**src/rtl/icmp_reply_tx.sv**
```systemverilog
// ICMP echo-reply generator: one trigger emits a 40-byte message (8-byte header
// plus 32-byte fixed payload) as a registered byte stream with hardware checksum.
module icmp_reply_tx #(
  parameter logic [15:0] P_IDENTIFIER = 16'h0001
) (
  input  logic        i_clk,
  input  logic        i_rst,
  input  logic        i_trig_reply,
  input  logic [15:0] i_trig_seq,
  output logic [7:0]  o_icmp_data,
  output logic [15:0] o_icmp_len,
  output logic        o_icmp_last,
  output logic        o_icmp_valid
);

  typedef enum logic [1:0] {S_IDLE, S_CALC, S_SEND} state_t;

  // Folded one's-complement sum of the 16 payload words.
  localparam logic [15:0] PAYLOAD_SUM = 16'hACA3;
  localparam logic [5:0]  LAST_IDX    = 6'd39;
  localparam logic [15:0] MSG_LEN     = 16'd40;

  state_t      state, state_nx;
  logic [5:0]  byte_cnt;
  logic [15:0] seq_q;
  logic [15:0] csum_q;
  logic [7:0]  byte_sel;
  logic [7:0]  data_nx;
  logic [15:0] len_nx;
  logic        last_nx;
  logic        valid_nx;

  // Two end-around folds suffice: three 16-bit terms carry at most 2 into bit 16.
  function automatic logic [15:0] calc_csum(input logic [15:0] seq);
    logic [17:0] s;
    logic [16:0] t;
    logic [15:0] u;
    s = {2'b00, PAYLOAD_SUM} + {2'b00, P_IDENTIFIER} + {2'b00, seq};
    t = {1'b0, s[15:0]} + {15'b0, s[17:16]};
    u = t[15:0] + {15'b0, t[16]};
    return ~u;
  endfunction

  // NOTE: sequential state uses non-blocking assignments so every flop samples
  // pre-edge values regardless of process ordering.
  always_ff @(posedge i_clk or posedge i_rst) begin
    if (i_rst) state <= S_IDLE;
    else       state <= state_nx;
  end

  // NOTE: every combinational output gets a default first, so no path leaves a
  // signal unassigned and no latch is inferred.
  always_comb begin
    state_nx = state;
    case (state)
      S_IDLE:  if (i_trig_reply) state_nx = S_CALC;
      S_CALC:  state_nx = S_SEND;
      S_SEND:  if (byte_cnt == LAST_IDX) state_nx = S_IDLE;
      default: state_nx = S_IDLE;
    endcase
  end

  always_ff @(posedge i_clk or posedge i_rst) begin
    if (i_rst) begin
      byte_cnt <= '0;
      seq_q    <= '0;
      csum_q   <= '0;
    end else begin
      if (state == S_IDLE && i_trig_reply) seq_q <= i_trig_seq;
      if (state == S_CALC) csum_q <= calc_csum(seq_q);
      if (state == S_SEND && byte_cnt != LAST_IDX) byte_cnt <= byte_cnt + 6'd1;
      else                                         byte_cnt <= '0;
    end
  end

  // Payload is "a".."w" at bytes 8..30, then "a".."i" at bytes 31..39.
  always_comb begin
    byte_sel = 8'h00;
    case (byte_cnt)
      6'd0, 6'd1: byte_sel = 8'h00;
      6'd2:       byte_sel = csum_q[15:8];
      6'd3:       byte_sel = csum_q[7:0];
      6'd4:       byte_sel = P_IDENTIFIER[15:8];
      6'd5:       byte_sel = P_IDENTIFIER[7:0];
      6'd6:       byte_sel = seq_q[15:8];
      6'd7:       byte_sel = seq_q[7:0];
      default: begin
        if (byte_cnt < 6'd31) byte_sel = 8'h59 + {2'b00, byte_cnt};
        else                  byte_sel = 8'h42 + {2'b00, byte_cnt};
      end
    endcase
  end

  always_comb begin
    data_nx  = 8'h00;
    len_nx   = 16'h0000;
    last_nx  = 1'b0;
    valid_nx = 1'b0;
    if (state == S_SEND) begin
      data_nx  = byte_sel;
      len_nx   = MSG_LEN;
      last_nx  = (byte_cnt == LAST_IDX);
      valid_nx = 1'b1;
    end
  end

  always_ff @(posedge i_clk or posedge i_rst) begin
    if (i_rst) begin
      o_icmp_data  <= '0;
      o_icmp_len   <= '0;
      o_icmp_last  <= 1'b0;
      o_icmp_valid <= 1'b0;
    end else begin
      o_icmp_data  <= data_nx;
      o_icmp_len   <= len_nx;
      o_icmp_last  <= last_nx;
      o_icmp_valid <= valid_nx;
    end
  end

endmodule

```
**config.mk**
```make
export PLATFORM = sky130hd
export DESIGN_NAME = icmp_reply_tx
export DESIGN_NICKNAME = d
export VERILOG_FILES = /design/src/rtl/icmp_reply_tx.sv
export SDC_FILE = /design/constraint.sdc
export NUM_CORES = 1
export LEC_CHECK = 0
export ABC_AREA = 1
export CAP_MARGIN = 40
export CORE_UTILIZATION = 50
export DETAILED_ROUTE_END_ITERATION = 16
export PLACE_DENSITY = 0.76
export SYNTH_ARGS = -nofsm -noshare
export SYNTH_HDL_FRONTEND = slang
export SYNTH_SLANG_ARGS = --single-unit
```
**constraint.sdc**
```tcl
create_clock -name i_clk -period 4.2 [get_ports i_clk]
set_clock_uncertainty 0.15 [all_clocks]
set_input_delay 0.63 -clock i_clk [delete_from_list [all_inputs] [get_ports i_clk]]
set_output_delay 0.63 -clock i_clk [all_outputs]
set_load 0.02 [all_outputs]
```
==> results.py <==
metrics = {
    "routing": {
        "vias": 3679,
        "via_per_inst": 5.43,
        "drc": 0,
        "drt_iter0_markers": 301,
        "wire_per_inst_um": 14.5,
        "wirelength_um": 9840,
        "ant_nets": 0,
        "dr.pass1.iters": 5,
    },
    "synth": {
        "synth_area_leaders": "dfrtp_1 35%, nand2_1 14%, inv_1 6.4%",
        "synth-seq-cells": 50,
        "ys_seq_area_share_pct": 34.8,
        "synth_cell_type_count": 40,
        "syn_inst": 513,
        "synth-edff-count": 0,
        "avgSynthCellArea_um2": 7.00,
        "yosys.area.top_type_share_pct": 34.8,
        "synth-warning-count": 0,
        "synth_top_cell_by_area": "dfrtp_1",
        "synth_area_um2": 3590,
        "yosys_most_used_dff": "dfrtp_1",
        "async_flop_share_pct": 100,
    },
    "global_route": {
        "gr-total-overflow": 0,
        "grt_max_degree": 37,
        "grt_pass1_wl_um": 15000,
        "grt_pass1_vias": 3327,
        "antenna_found_initial": 0,
        "track_usage_pct": 25.8,
    },
    "die": {
        "die_y_um": 86.8,
        "num_rows": 30,
        "fp.dieW_um": 86.8,
        "ios": 45,
        "die_area_um2": 7530,
        "start_util_pct": 52.3,
        "core_um2": 6870,
    },
    "cells_and_area": {
        "area_growth_pct": 24.1,
        "multi_input_area_um2": 2120,
        "final.fill_count": 582,
        "diodes": 0,
        "fin_area_um2": 4460,
        "nets": 610,
        "seq_area_um2": 1250,
        "drive_gt1_share_pct": 19.8,
    },
    "clocking": {
        "cts_num_sinks": 50,
        "clk_pin_slew_ns": 0.09,
        "root_buffer": "clkbuf_8",
        "cts_buffers": 5,
        "hold_buffers": 0,
        "cts_htree_levels": 2,
        "clk_latency_ns": 0.31,
        "cts.path.max_buffers": 2,
        "cts_tree": "built",
    },
    "placed_design": {
        "io_buffers": 30,
        "dp_hpwl_um": 6780,
        "globalplace.congestion": 0.873,
        "postPlaceCellArea_um2": 3990,
    },
    "sta": {
        "post-route-period-util_pct": 99.3,
        "post-route-min-period_ns": 4.17,
        "rsz0062_at_grt": "true",
        "finalHoldViolations": 0,
        "slew_headroom_pct": 51.4,
        "worst_slew_pin_slew_ns": 0.726,
        "final_max_slew_viol_count": 0,
        "setup_viol": 0,
        "timing.fmax_mhz": 240,
    },
    "pwr": {
        "p_sw_share_pct": 51.8,
        "combPwrFrac_pct": 62.8,
        "power_density_nw_per_um2": 685,
        "p_int_mw": 1.47,
        "leakage_nw": 2.13,
        "p_total_mw": 3.05,
        "power_frac_seq_pct": 27.5,
        "p_switching_mw": 1.58,
        "ir_worst_vdd_v": 0.000306,
        "pwr-share-clk_pct": 9.7,
    },
    "run": {
        "cap_violations": 0,
    },
    "worst_setup_path": {
        "worstPathMaxFanout": 4,
        "cp_data_arrival_time_ns": 4.22,
        "critPathCaptureType": "register",
        "max_stage_delay_ns": 0.43,
        "required_ns": 4.24,
        "cpMaxStageDelayCell": "dfrtp_1",
        "worstSetupPathType": "register to register",
        "cp-start-kind": "register",
        "cp_common_cell": "buf_4",
    },
    "status": {
        "status": "finished clean",
    },
    "hold_path": {
        "hold_path.class": "register to register",
    },
}
## timing repair
item / in CTS / in global routing
endpoints found under the setup margin: 3 / 10
setup buffers: 20 / 10
pin swaps: 14 / 28
resized for setup: 13 / 23
## synthesized netlist by cell type (all sizes together), types with 5 or more instances
| cell type | instances |
|---|---|
| nand2 | 152 |
| inv | 68 |
| nor2 | 65 |
| dfrtp | 50 |
| nand3 | 38 |
| o21ai | 35 |
| buf | 20 |
| a21oi | 13 |
| ha | 11 |
| nor3 | 10 |
| a31oi | 9 |
| nand4 | 7 |
| xor2 | 7 |
| a2111oi | 5 |
## cells in the final DEF (no fill, tap or decap), types with 2 or more instances in the layout
cell type          n
xnor2_1            2
o21ai_1            2
dfrtp_1           50
xor2_1             6
a2111oi_0          5
nand2_2           21
ha_1               6
ha_2               2
a211oi_1           3
nand4_1            7
nand3_1           30
clkdlybuf4s50_1   30
nand2_1          129
nor2_1            48
a31oi_1            9
nand2_4            2
a21oi_1           13
conb_1            14
inv_1             58
nor2_2             5
nand3_2            7
o22ai_1            2
a22oi_1            2
nor2_4            12
o21ai_0           33
clkbuf_8           6
ha_4               3
buf_4             38
nor3_1             9
inv_2             10
## cell families (layout without fill, tap and decap cells)
| logic type | count (synthesis) | in the layout | share of synthesized area [%] |
|---|---|---|---|
| other cells | 1 | 14 | 0.104 |
| xor+xnor | 9 | 9 | 2.40 |
| simple gates | 276 | 276 | 34.9 |
| buf+inv | 91 | 146 | 11.6 |
| flops | 50 | 50 | 34.8 |
| fa+ha+maj | 11 | 11 | 3.83 |
| compound gates | 75 | 75 | 12.3 |
## per-layer routing
metal / part of all wire (%) / up-vias / wire length, um / GRT usage [%]
met2: 50 / 173 / 4880 / 46.2
met3: 6.5 / 38 / 641 / 4.19
li1: - / 1762 / - / -
met1: 40 / 1706 / 3950 / 30.9
met4: 3.7 / 0 / 367 / 10.0
met5: 0 / - / 0 / 0
## metrics by stage
stage / utilization [%] / TNS, ns / setup slack (ns) / std cells / hold slack, ns
floorplan: - / 0 / 0.320 / 526 / 0.282
global placement: 57.7 / 0 / 0.178 / 638 / 0.314
detailed placement: 58.0 / -0.329 / -0.169 / 639 / 0.324
CTS: 62.5 / 0 / 0.00875 / 667 / 0.347
global route: 64.9 / -1.06 / -0.220 / 677 / 0.403
finish: 64.9 / 0 / 0.0279 / 677 / 0.352
## path summary, 6_finish.rpt
kind / start / end / slack [ns] / cells past startpoint
max in group asynchronous: i_rst / csum_q[4] / 2.96 / 3
worst max register to register: seq_q[11] / csum_q[6] / 0.03 / 32
min in group asynchronous: i_rst / seq_q[2] / 0.44 / 2
worst min register to register: csum_q[7] / csum_q[7] / 0.35 / 2
worst max-delay path: seq_q[11] / csum_q[6] / 0.03 / 32
worst min-delay path: csum_q[7] / csum_q[7] / 0.35 / 2
## critical path, delay by kind of cell (launching register included)
kind	cells	cell delay [ns]
compound gates	3	0.29
flops	1	0.43
buf+inv	9	0.98
simple gates	16	1.48
fa+ha+maj	4	0.71
## cell type report
type | instances | area share, %
multi-input combinational | 385 | 47.5
clock buffer | 6 | 1.85
sequential | 50 | 28.1
timing repair buffer | 70 | 13.8
tap | 96 | 2.70
clock inverter | 2 | 0.281
inverter | 68 | 5.73
## flip-flops by register name (all words and copies together), names as in the netlist
register     count
byte_cnt         6
csum_q          16
o_icmp_data      8
o_icmp_last      1
o_icmp_len       1
seq_q           16
state            2
## power by group through the flow
stage | Sequential [mW] | Clock [mW] | Combinational [mW]
2_1_floorplan | 0.863 | 0 | 1.20
3_3_place_gp | 0.826 | 0 | 1.67
3_5_place_dp | 0.834 | 0 | 1.70
4_1_cts | 0.834 | 0.305 | 1.76
5_1_grt | 0.861 | 0.324 | 2.10
6_report | 0.840 | 0.297 | 1.92
Power figures use the tool's default switching activity.
